### src/rtl/vm_panel_arbiter.sv
// Two-panel front end for a single vending machine: grants one panel a session,
// forwards its coin/beverage/change requests one at a time, and recovers change on owner timeout.
module vm_panel_arbiter #(
  parameter int unsigned PRICE          = 10,
  parameter int unsigned TIMEOUT_CYCLES = 16
) (
  input  logic       clk,
  input  logic       rst,
  input  logic [1:0] req_coin_a,
  input  logic [1:0] req_coin_b,
  input  logic       req_bev_a,
  input  logic       req_bev_b,
  input  logic       req_chg_a,
  input  logic       req_chg_b,
  input  logic [4:0] vm_money,
  output logic [1:0] vm_coin_in,
  output logic       vm_beverage_take,
  output logic       vm_change_take,
  output logic       ack_a,
  output logic       ack_b,
  output logic       nack_a,
  output logic       nack_b,
  output logic [1:0] owner,
  output logic       busy
);

  localparam int             CW       = $clog2(TIMEOUT_CYCLES + 1);
  localparam logic [CW-1:0]  TO_W     = CW'(TIMEOUT_CYCLES);
  localparam logic [CW-1:0]  CNT_ONE  = CW'(1);
  localparam logic [CW-1:0]  CNT_ZERO = CW'(0);
  localparam logic [4:0]     PRICE_W  = 5'(PRICE);

  typedef enum logic [1:0] {
    IDLE    = 2'd0,
    SESSION = 2'd1,
    DRAIN   = 2'd2,
    RELEASE = 2'd3
  } state_t;

  state_t        state_r, state_s;
  logic [CW-1:0] idle_cnt_r, idle_cnt_s, idle_inc_s;
  logic          last_b_r, last_b_s;   // 1: panel B won the previous session
  logic          cool_r, cool_s;       // 1: a command went out on the last edge
  logic [1:0]    owner_r, owner_s;
  logic [1:0]    coin_r, coin_s;
  logic          bev_r, bev_s, chg_r, chg_s;
  logic          ack_a_r, ack_a_s, ack_b_r, ack_b_s;
  logic          nack_a_r, nack_a_s, nack_b_r, nack_b_s;
  logic          busy_r, busy_s;

  logic          own_b_s, own_bev_s, own_chg_s, money_ok_s;
  logic          a_ok_s, b_ok_s, pick_b_s;
  logic [1:0]    own_coin_s;

  function automatic logic coin_valid(input logic [1:0] c);
    return (c == 2'b01) || (c == 2'b10);
  endfunction

  assign own_b_s    = owner_r[1];
  assign own_coin_s = own_b_s ? req_coin_b : req_coin_a;
  assign own_bev_s  = own_b_s ? req_bev_b  : req_bev_a;
  assign own_chg_s  = own_b_s ? req_chg_b  : req_chg_a;
  assign money_ok_s = (vm_money >= PRICE_W);
  assign a_ok_s     = coin_valid(req_coin_a);
  assign b_ok_s     = coin_valid(req_coin_b);
  // On a tie the panel that lost the previous session takes this one
  assign pick_b_s   = b_ok_s && (!a_ok_s || !last_b_r);
  assign idle_inc_s = idle_cnt_r + CNT_ONE;

  // Next-state and next-command decode
  always_comb begin
    state_s    = state_r;
    idle_cnt_s = idle_cnt_r;
    last_b_s   = last_b_r;
    owner_s    = owner_r;
    cool_s     = 1'b0;
    coin_s     = 2'b00;
    bev_s      = 1'b0;
    chg_s      = 1'b0;
    ack_a_s    = 1'b0;
    ack_b_s    = 1'b0;
    nack_a_s   = 1'b0;
    nack_b_s   = 1'b0;
    case (state_r)
      IDLE: begin
        if (!cool_r && (a_ok_s || b_ok_s)) begin
          state_s    = SESSION;
          idle_cnt_s = CNT_ZERO;
          cool_s     = 1'b1;
          if (pick_b_s) begin
            coin_s  = req_coin_b;
            ack_b_s = 1'b1;
            owner_s = 2'b10;
          end else begin
            coin_s  = req_coin_a;
            ack_a_s = 1'b1;
            owner_s = 2'b01;
          end
        end else begin
          state_s = IDLE;
        end
      end
      SESSION: begin
        if (cool_r) begin
          idle_cnt_s = idle_inc_s;
        end else if (coin_valid(own_coin_s)) begin
          coin_s     = own_coin_s;
          ack_a_s    = !own_b_s;
          ack_b_s    = own_b_s;
          cool_s     = 1'b1;
          idle_cnt_s = CNT_ZERO;
        end else if (own_bev_s && money_ok_s) begin
          bev_s      = 1'b1;
          ack_a_s    = !own_b_s;
          ack_b_s    = own_b_s;
          cool_s     = 1'b1;
          idle_cnt_s = CNT_ZERO;
        end else if (own_bev_s) begin
          nack_a_s   = !own_b_s;
          nack_b_s   = own_b_s;
          idle_cnt_s = CNT_ZERO;
        end else if (own_chg_s) begin
          chg_s      = 1'b1;
          ack_a_s    = !own_b_s;
          ack_b_s    = own_b_s;
          cool_s     = 1'b1;
          idle_cnt_s = CNT_ZERO;
          state_s    = DRAIN;
        end else if (idle_inc_s >= TO_W) begin
          chg_s      = 1'b1;
          cool_s     = 1'b1;
          idle_cnt_s = CNT_ZERO;
          state_s    = DRAIN;
        end else begin
          idle_cnt_s = idle_inc_s;
        end
      end
      DRAIN: begin
        if (vm_money == 5'd0) begin
          state_s  = RELEASE;
          owner_s  = 2'b00;
          last_b_s = own_b_s;
        end else begin
          state_s = DRAIN;
        end
      end
      RELEASE: begin
        state_s = IDLE;
      end
      default: begin
        state_s = IDLE;
        owner_s = 2'b00;
      end
    endcase
    busy_s = (state_s != IDLE);
  end

  // State and registered outputs
  always_ff @(posedge clk) begin
    if (rst) begin
      state_r    <= IDLE;
      idle_cnt_r <= CNT_ZERO;
      last_b_r   <= 1'b1;
      cool_r     <= 1'b0;
      owner_r    <= 2'b00;
      coin_r     <= 2'b00;
      bev_r      <= 1'b0;
      chg_r      <= 1'b0;
      ack_a_r    <= 1'b0;
      ack_b_r    <= 1'b0;
      nack_a_r   <= 1'b0;
      nack_b_r   <= 1'b0;
      busy_r     <= 1'b0;
    end else begin
      state_r    <= state_s;
      idle_cnt_r <= idle_cnt_s;
      last_b_r   <= last_b_s;
      cool_r     <= cool_s;
      owner_r    <= owner_s;
      coin_r     <= coin_s;
      bev_r      <= bev_s;
      chg_r      <= chg_s;
      ack_a_r    <= ack_a_s;
      ack_b_r    <= ack_b_s;
      nack_a_r   <= nack_a_s;
      nack_b_r   <= nack_b_s;
      busy_r     <= busy_s;
    end
  end

  assign vm_coin_in       = coin_r;
  assign vm_beverage_take = bev_r;
  assign vm_change_take   = chg_r;
  assign ack_a            = ack_a_r;
  assign ack_b            = ack_b_r;
  assign nack_a           = nack_a_r;
  assign nack_b           = nack_b_r;
  assign owner            = owner_r;
  assign busy             = busy_r;

endmodule

### config.mk
export PLATFORM = sky130hd
export DESIGN_NAME = vm_panel_arbiter
export DESIGN_NICKNAME = d
export VERILOG_FILES = /design/src/rtl/vm_panel_arbiter.sv
export SDC_FILE = /design/constraint.sdc
export NUM_CORES = 1
export LEC_CHECK = 0
export CAP_MARGIN = 20
export CORE_MARGIN = 5
export CORE_UTILIZATION = 44
export CTS_CLUSTER_DIAMETER = 100
export DETAILED_ROUTE_END_ITERATION = 8
export MAX_ROUTING_LAYER = met4
export PLACE_DENSITY = 0.72
export REMOVE_ABC_BUFFERS = 1
export SYNTH_ARGS = -nofsm -noshare
export SYNTH_HDL_FRONTEND = slang
export SYNTH_SLANG_ARGS = --single-unit
export TNS_END_PERCENT = 1
### constraint.sdc
create_clock -name clk -period 4.25 [get_ports clk]
set_input_delay 0.425 -clock clk [delete_from_list [all_inputs] [get_ports clk]]
set_output_delay 0.425 -clock clk [all_outputs]
set_load 0.02 [all_outputs]
==> metrics.log, run 1 <==
[metrics] status: complete, no violations
[metrics] nature of the critical path startpoint: register
[metrics] Yosys warning count: 0
[metrics] count of vias placed by the detailed router: 997
[metrics] DRT antenna net count: 0
[metrics] Critical Path Max Stage Delay: 670 ps
[metrics] TritonCTS clock tree: built
[metrics] clock buffer count from CTS: 3
[metrics] placed standard-cell area: 1340 µm²
[metrics] gate family responsible for the most delay along the worst path: compound AO/OA/AOI/OAI gates
[metrics] Detailed Routing Iterations Pass 1: 4
[metrics] Pwr per Cell Area: 351 nW/µm²
[metrics] share of post-route cells with drive strength above 1: 5.33%
[metrics] Final Setup Violations: 0
[metrics] number of setup buffers added after CTS: 0
[metrics] Static Leak: 0.523 nW
[metrics] final hold violation count: 0
[metrics] crit path DAT: 2460 ps
[metrics] total overflow reported by the global router: 0
[metrics] fin crit period: 2260 ps
[metrics] Total Wirelength: 2.58 mm
[metrics] worst-path maximum fanout: 13
[metrics] most used flip-flop cell after synthesis: sky130_fd_sc_hd__dfxtp_1
[metrics] count of buffers inserted at the top-level ports: 25
[metrics] number of synthesized flops with an enable pin: 0
[metrics] critical path class: reg -> reg
[metrics] vias in the first global route: 928
[metrics] final instance area: 1380 µm²
[metrics] worst min path class: reg -> reg
[metrics] total I/O pin count: 26
[metrics] leading cell types in the layout, fill and taps excluded: 25 x sky130_fd_sc_hd__clkdlybuf4s50_1, 20 x sky130_fd_sc_hd__dfxtp_1, 13 x sky130_fd_sc_hd__a21oi_1
[metrics] final sum of negative setup slack: 0 ps
[metrics] unrepaired setup endpoints after global routing: false
[metrics] count of distinct cell types in the synthesized netlist: 41
[metrics] Syn Inst Count: 125
[metrics] maximum number of buffers from clock root to sink: 2
[metrics] Hold-fix buffers, CTS: 0
[metrics] Die ar.: 3570 µm²
[metrics] total half-perimeter wirelength after legalization and detailed placement: 1.91 mm
[metrics] number of flip-flops and latches in the synthesized netlist: 20
[metrics] crit-path cells: mux2i_1, inv_1, ha_1, o21a_1, a31oi_2, nor4b_1, a211o_1
[metrics] Area Growth Syn to Fin: 26.7%
[metrics] clock sink count: 20
[metrics] count of unresolved DRC violations after routing: 0
[metrics] Final nets: 169
[metrics] sequential fraction of the synthesis area: 36.8%
[metrics] power consumption: 0.483 mW
[metrics] final cycle utilization of the critical path: 53.2%
[metrics] f_max: 0.443 GHz
[metrics] Vert. Die Dim: 59.7 µm
[metrics] Mapped Area: 1090 µm²
[metrics] WL per Instance: 14.3 µm
[metrics] worst-case clock skew: 10.4 ps
[metrics] capturing element type of the critical path: register
[metrics] starting density of the core: 45.1%
[metrics] total routing resource utilization after global routing: 16.0%
[metrics] global-route wire length before repair: 4.15 mm
[metrics] floorplan die width: 59.7 µm
[metrics] async set or reset register ratio after synthesis: 0%
[metrics] Core Region: 2410 µm²
[metrics] relative slew slack: 52.2%
[metrics] routability congestion estimate from global placement: 0.850
[metrics] FP Rows: 18
[metrics] count of max-cap constraint violations: 0
[metrics] antenna fix cells: 0
[metrics] final slew viol count: 0
[metrics] Tightest Pin Transition: 714 ps
[metrics] initial antenna violation count: 0
[metrics] CTS resizes: 0
[metrics] average footprint of a synthesized cell: 8.70 µm²
[metrics] pin count of the biggest net entering global routing: 21
[metrics] data required time at the worst endpoint: 4450 ps
[metrics] Reg clk slew, reported paths: 120 ps
[metrics] most common cell after layout, fill and taps aside: sky130_fd_sc_hd__clkdlybuf4s50_1
[metrics] initial DRC count: 19
[metrics] slowest cell on the critical path: sky130_fd_sc_hd__dfxtp_1
[metrics] buffering stage count on the worst path with inverters included: 1
[metrics] CTS root buf: sky130_fd_sc_hd__clkbuf_4
[metrics] Clk Latency, worst-skew pair: 310 ps
[metrics] level count of the clock H-tree: 1
[metrics] vias per std cell: 5.54
[metrics] highest ir drop seen on vdd: 0.210 mV
[metrics] core occupancy in the finished layout: 57.2%
## metal layers
| metal | vias up | part of all wire, % | GRT usage, % |
|---|---|---|---|
| met1 | 475 | 47 | 20.2 |
| met5 | - | 0 | - |
| li1 | 498 | - | - |
| met2 | 20 | 47 | 23.6 |
| met3 | 4 | 4.6 | 3.89 |
| met4 | 0 | 1.6 | 8.23 |
## synthesized netlist by cell type, drive strengths merged (2+ instances only)
| cell type | n | area, µm² |
|---|---|---|
| a211oi | 2 | 15.0 |
| a21o | 3 | 22.5 |
| a21oi | 13 | 65.1 |
| a22oi | 2 | 15.0 |
| and3 | 2 | 12.5 |
| clkbuf | 3 | 21.3 |
| dfxtp | 20 | 400 |
| ha | 3 | 37.5 |
| inv | 4 | 15.0 |
| mux2 | 2 | 22.5 |
| mux2i | 5 | 50.1 |
| nand2 | 9 | 33.8 |
| nand2b | 4 | 25.0 |
| nand3 | 3 | 15.0 |
| nand3b | 2 | 15.0 |
| nor2 | 10 | 37.5 |
| nor2b | 7 | 43.8 |
| nor3 | 6 | 30.0 |
| nor4b | 2 | 17.5 |
| o21a | 2 | 15.0 |
| o21ai | 3 | 15.0 |
| xnor2 | 3 | 33.8 |
## cell families after synthesis
group	Yosys count	synth area share (%)
fa+ha+maj	3	3.45
mux	7	6.67
simple gates	52	26.0
buf+inv	8	4.49
xor+xnor	4	3.91
compound gates	31	18.6
flops	20	36.8
## registers in the layout, summed over array words and instances (netlist names)
signal            count
ack_a                 1
ack_b                 1
busy                  1
cool_r                1
idle_cnt_r            5
last_b_r              1
nack_a                1
nack_b                1
owner                 2
state_r               2
vm_beverage_take      1
vm_change_take        1
vm_coin_in            2
## worst register-to-register path, delay by kind of cell, from the launching register on
kind                       cells  cell delay, ps
AOI/OAI and AO/OA              3             710
adders and majority gates      1             320
buffers and inverters          1              70
DFF                            1             670
muxes                          1             300
and+or+nand+nor                1              80
## per-stage QoR
step / hold slack, ps / setup slack, ps / instances
3_5_place_dp: 448 / 1800 / 176
5_1_grt: 516 / 1890 / 180
3_3_place_gp: 448 / 1900 / 176
2_1_floorplan: 443 / 2190 / 121
6_report: 465 / 1990 / 180
4_1_cts: 469 / 1980 / 180
## path summary, 6_finish.rpt
check | startpoint | to | slack [ps] | cells after the start
max | owner[1] | idle_cnt_r[2] | 1990 | 7
min | owner[0] | owner[0] | 470 | 2
max reg2reg | owner[1] | idle_cnt_r[2] | 1990 | 7
min reg2reg | owner[0] | owner[0] | 470 | 2
## report_power, final
part	leakage (nW)	switching, mW	internal [mW]
Sequential	0.163	0.0157	0.203
Combinational	0.339	0.0810	0.0710
Clock	0.0210	0.0603	0.0523
Total	0.523	0.157	0.326
## area by class of cell
class	count	area, µm²
multi-input combinational	97	638
tap	30	37.5
timing repair buffer	25	250
inverter	4	15.0
fill	228	1030
sequential	20	400
clock buffer	4	36.3
Power figures use the tool's default switching activity.
==> run 2: changes to the inputs <==
==> constraint.sdc (replaced) <==
create_clock -name clk -period 2.2 [get_ports clk]
set_input_delay 0.22 -clock clk [delete_from_list [all_inputs] [get_ports clk]]
set_output_delay 0.22 -clock clk [all_outputs]
set_load 0.02 [all_outputs]
==> metrics.log, run 2 (synthesized netlist as in run 1, its figures left out) <==
[metrics] crit path DAT: 2190 ps (-270 ps)
[metrics] leading cell types in the layout, fill and taps excluded: 25 x sky130_fd_sc_hd__clkdlybuf4s50_1, 20 x sky130_fd_sc_hd__dfxtp_1, 13 x sky130_fd_sc_hd__a21oi_1
[metrics] Clk Latency, worst-skew pair: 300 ps (about the same)
[metrics] Area Growth Syn to Fin: 31.6%
[metrics] status: complete, no violations
[metrics] met1 track demand over resource in global routing: 18.9% (-1.3 points)
[metrics] global route hottest layer: met2
[metrics] share of post-route cells with drive strength above 1: 8.39% (+3.1 points)
[metrics] CTS resizes: 0 (unchanged)
[metrics] worst-path maximum fanout: 4 (-9)
[metrics] starting density of the core: 45.1% (unchanged)
[metrics] Core Region: 2410 µm² (unchanged)
[metrics] antenna fix cells: 0 (unchanged)
[metrics] slowest cell on the critical path: sky130_fd_sc_hd__dfxtp_1
[metrics] Static Leak: 0.555 nW (+6.1%)
[metrics] Hold-fix buffers, CTS: 0 (unchanged)
[metrics] count of max-cap constraint violations: 0 (unchanged)
[metrics] routability congestion estimate from global placement: 0.817 (-4.0%)
[metrics] CP endpoint: idle_cnt_r[2]
[metrics] Crit Reg-Reg Startpoint: owner[1]
[metrics] Detailed Routing Iterations Pass 1: 6 (+2)
[metrics] Register-to-Register Path Depth: 7 (unchanged)
[metrics] data required time at the worst endpoint: 2410 ps (-2040 ps)
[metrics] most common cell after layout, fill and taps aside: sky130_fd_sc_hd__clkdlybuf4s50_1
[metrics] pin count of the biggest net entering global routing: 20 (-4.8%)
[metrics] TritonCTS clock tree: built
[metrics] count of unresolved DRC violations after routing: 0 (unchanged)
[metrics] fin crit period: 1990 ps (-272 ps)
[metrics] placed instance count: 181 (+2.8%)
[metrics] level count of the clock H-tree: 1 (unchanged)
[metrics] initial DRC count: 33 (+14)
[metrics] buffering stage count on the worst path with inverters included: 1 (unchanged)
[metrics] FP Rows: 18 (unchanged)
[metrics] Cell Count, Final, Fillers Out: 185 (+2.8%)
[metrics] total half-perimeter wirelength after legalization and detailed placement: 2.10 mm (+10%)
[metrics] total I/O pin count: 26 (unchanged)
[metrics] M3 GR Usage: 3.89% (unchanged)
[metrics] critical path class: reg -> reg
[metrics] final cycle utilization of the critical path: 90.3% (+37 points)
[metrics] fill cell count: 223 (-2.2%)
[metrics] CTS root buf: sky130_fd_sc_hd__clkbuf_4
[metrics] worst setup path startpoint: owner[1]
[metrics] total overflow reported by the global router: 0 (unchanged)
[metrics] clock buffer count from CTS: 3 (unchanged)
[metrics] instance count on the critical path: 7 (unchanged)
[metrics] Final nets: 174 (+3.0%)
[metrics] initial antenna violation count: 0 (unchanged)
[metrics] number of flip-flops under the largest register name: 5 (unchanged)
[metrics] gate family responsible for the most delay along the worst path: compound AO/OA/AOI/OAI gates
[metrics] worst flop-to-flop path endpoint: idle_cnt_r[2]
[metrics] global-route wire length before repair: 4.37 mm (+5.3%)
[metrics] Tightest Pin Transition: 503 ps (-211 ps)
[metrics] met2 Resource Use GR: 28.4% (+4.8 points)
[metrics] f_max: 0.503 GHz (+14%)
[metrics] final slew viol count: 0 (unchanged)
[metrics] unrepaired setup endpoints after global routing: false
[metrics] maximum number of buffers from clock root to sink: 2 (unchanged)
[metrics] number of setup buffers added after CTS: 0 (unchanged)
[metrics] worst-case clock skew: 0.659 ps (-9.70 ps)
[metrics] floorplan die width: 59.7 µm (unchanged)
[metrics] DRT antenna net count: 0 (unchanged)
[metrics] R2R Setup Slk: 210 ps (-1780 ps)
[metrics] Total Wirelength: 2.68 mm (+3.9%)
[metrics] Critical Path Max Stage Delay: 460 ps (-210 ps)
[metrics] crit-path cells: mux2i_1, inv_1, ha_1, o21a_1, a31oi_2, nor4b_1, a211o_1
[metrics] Die ar.: 3570 µm² (unchanged)
[metrics] vias per std cell: 5.58 (+0.81%)
[metrics] worst min path class: reg -> reg
[metrics] relative slew slack: 66.1% (+14 points)
[metrics] clock sink count: 20 (unchanged)
[metrics] highest ir drop seen on vdd: 0.472 mV (+120%)
[metrics] Final Setup Violations: 0 (unchanged)
[metrics] Pwr per Cell Area: 728 nW/µm² (+110%)
[metrics] total routing resource utilization after global routing: 16.4% (+0.42 points)
[metrics] Reg with most FFs: idle_cnt_r
[metrics] final hold violation count: 0 (unchanged)
[metrics] capturing element type of the critical path: register
[metrics] count of vias placed by the detailed router: 1033 (+3.6%)
[metrics] final sum of negative setup slack: 0 ps (unchanged)
[metrics] WL per Instance: 14.5 µm (+1.1%)
[metrics] count of buffers inserted at the top-level ports: 25 (unchanged)
[metrics] Reg clk slew, reported paths: 120 ps (about the same)
[metrics] Vert. Die Dim: 59.7 µm (unchanged)
[metrics] vias in the first global route: 1031 (+11%)
[metrics] nature of the critical path startpoint: register
-- run 2: cell count changes in the layout (fill, tap and decap cells not counted) --
cell / delta
sky130_fd_sc_hd__buf_4: +5
sky130_fd_sc_hd__clkbuf_8: -1
sky130_fd_sc_hd__bufinv_16: +1
-- run 2: worst min path at each step --
stage | startpoint | end | depth (start not counted)
5_1_grt | owner[0] | owner[0] | 2
3_3_place_gp | owner[0] | owner[0] | 2
2_1_floorplan | rst | ack_a | 1
3_5_place_dp | owner[0] | owner[0] | 2
4_1_cts | owner[0] | owner[0] | 2
6_report | owner[0] | owner[0] | 2
-- run 2: layer usage --
layer / share of wire [%] / wire [µm] / vias to the layer above
met5: 0 / 0 / -
met4: 0.52 / 14 / 0
met3: 7.7 / 205 / 2
met2: 51 / 1360 / 38
met1: 41 / 1100 / 484
li1: - / - / 509
-- run 2: per-stage QoR --
| stage | util, % | total power, mW | hold slack, ps | worst slack, ps | instance area [µm²] |
|---|---|---|---|---|---|
| after global routing | 59.4 | 1.10 | 515 | 122 | 1430 |
| after floorplan | - | 0.604 | 289 | 144 | 1050 |
| final | 59.4 | 1.04 | 467 | 212 | 1430 |
| after detailed placement | 57.2 | 0.741 | 457 | -13.6 | 1380 |
| after global placement | 57.2 | 0.738 | 446 | 96.8 | 1380 |
| after CTS | 59.4 | 1.05 | 471 | 216 | 1430 |
-- run 2: tightest hold or removal path, stage by stage, from the launching register on --
cell and delay, ps:
sky130_fd_sc_hd__dfxtp_1 330, sky130_fd_sc_hd__nand2_1 50, sky130_fd_sc_hd__a21oi_1 60
-- run 2: cell type report --
type	count	area, µm²	share of cell area, %
well taps	30	37.5	2.62
flip-flops and latches	20	400	28.0
clock buffers	3	22.5	1.57
inverters	4	15.0	1.05
multi-input cells	97	638	44.6
repair buffers	30	288	20.1
clock inverters	1	30.0	2.10
-- run 2: where the power goes --
| group | switching, mW | leakage [nW] | total [mW] | internal (mW) |
|---|---|---|---|---|
| logic | 0.166 | 0.364 | 0.319 | 0.154 |
| registers | 0.0274 | 0.163 | 0.420 | 0.393 |
| clock network | 0.119 | 0.0279 | 0.303 | 0.184 |
| total | 0.312 | 0.555 | 1.04 | 0.730 |
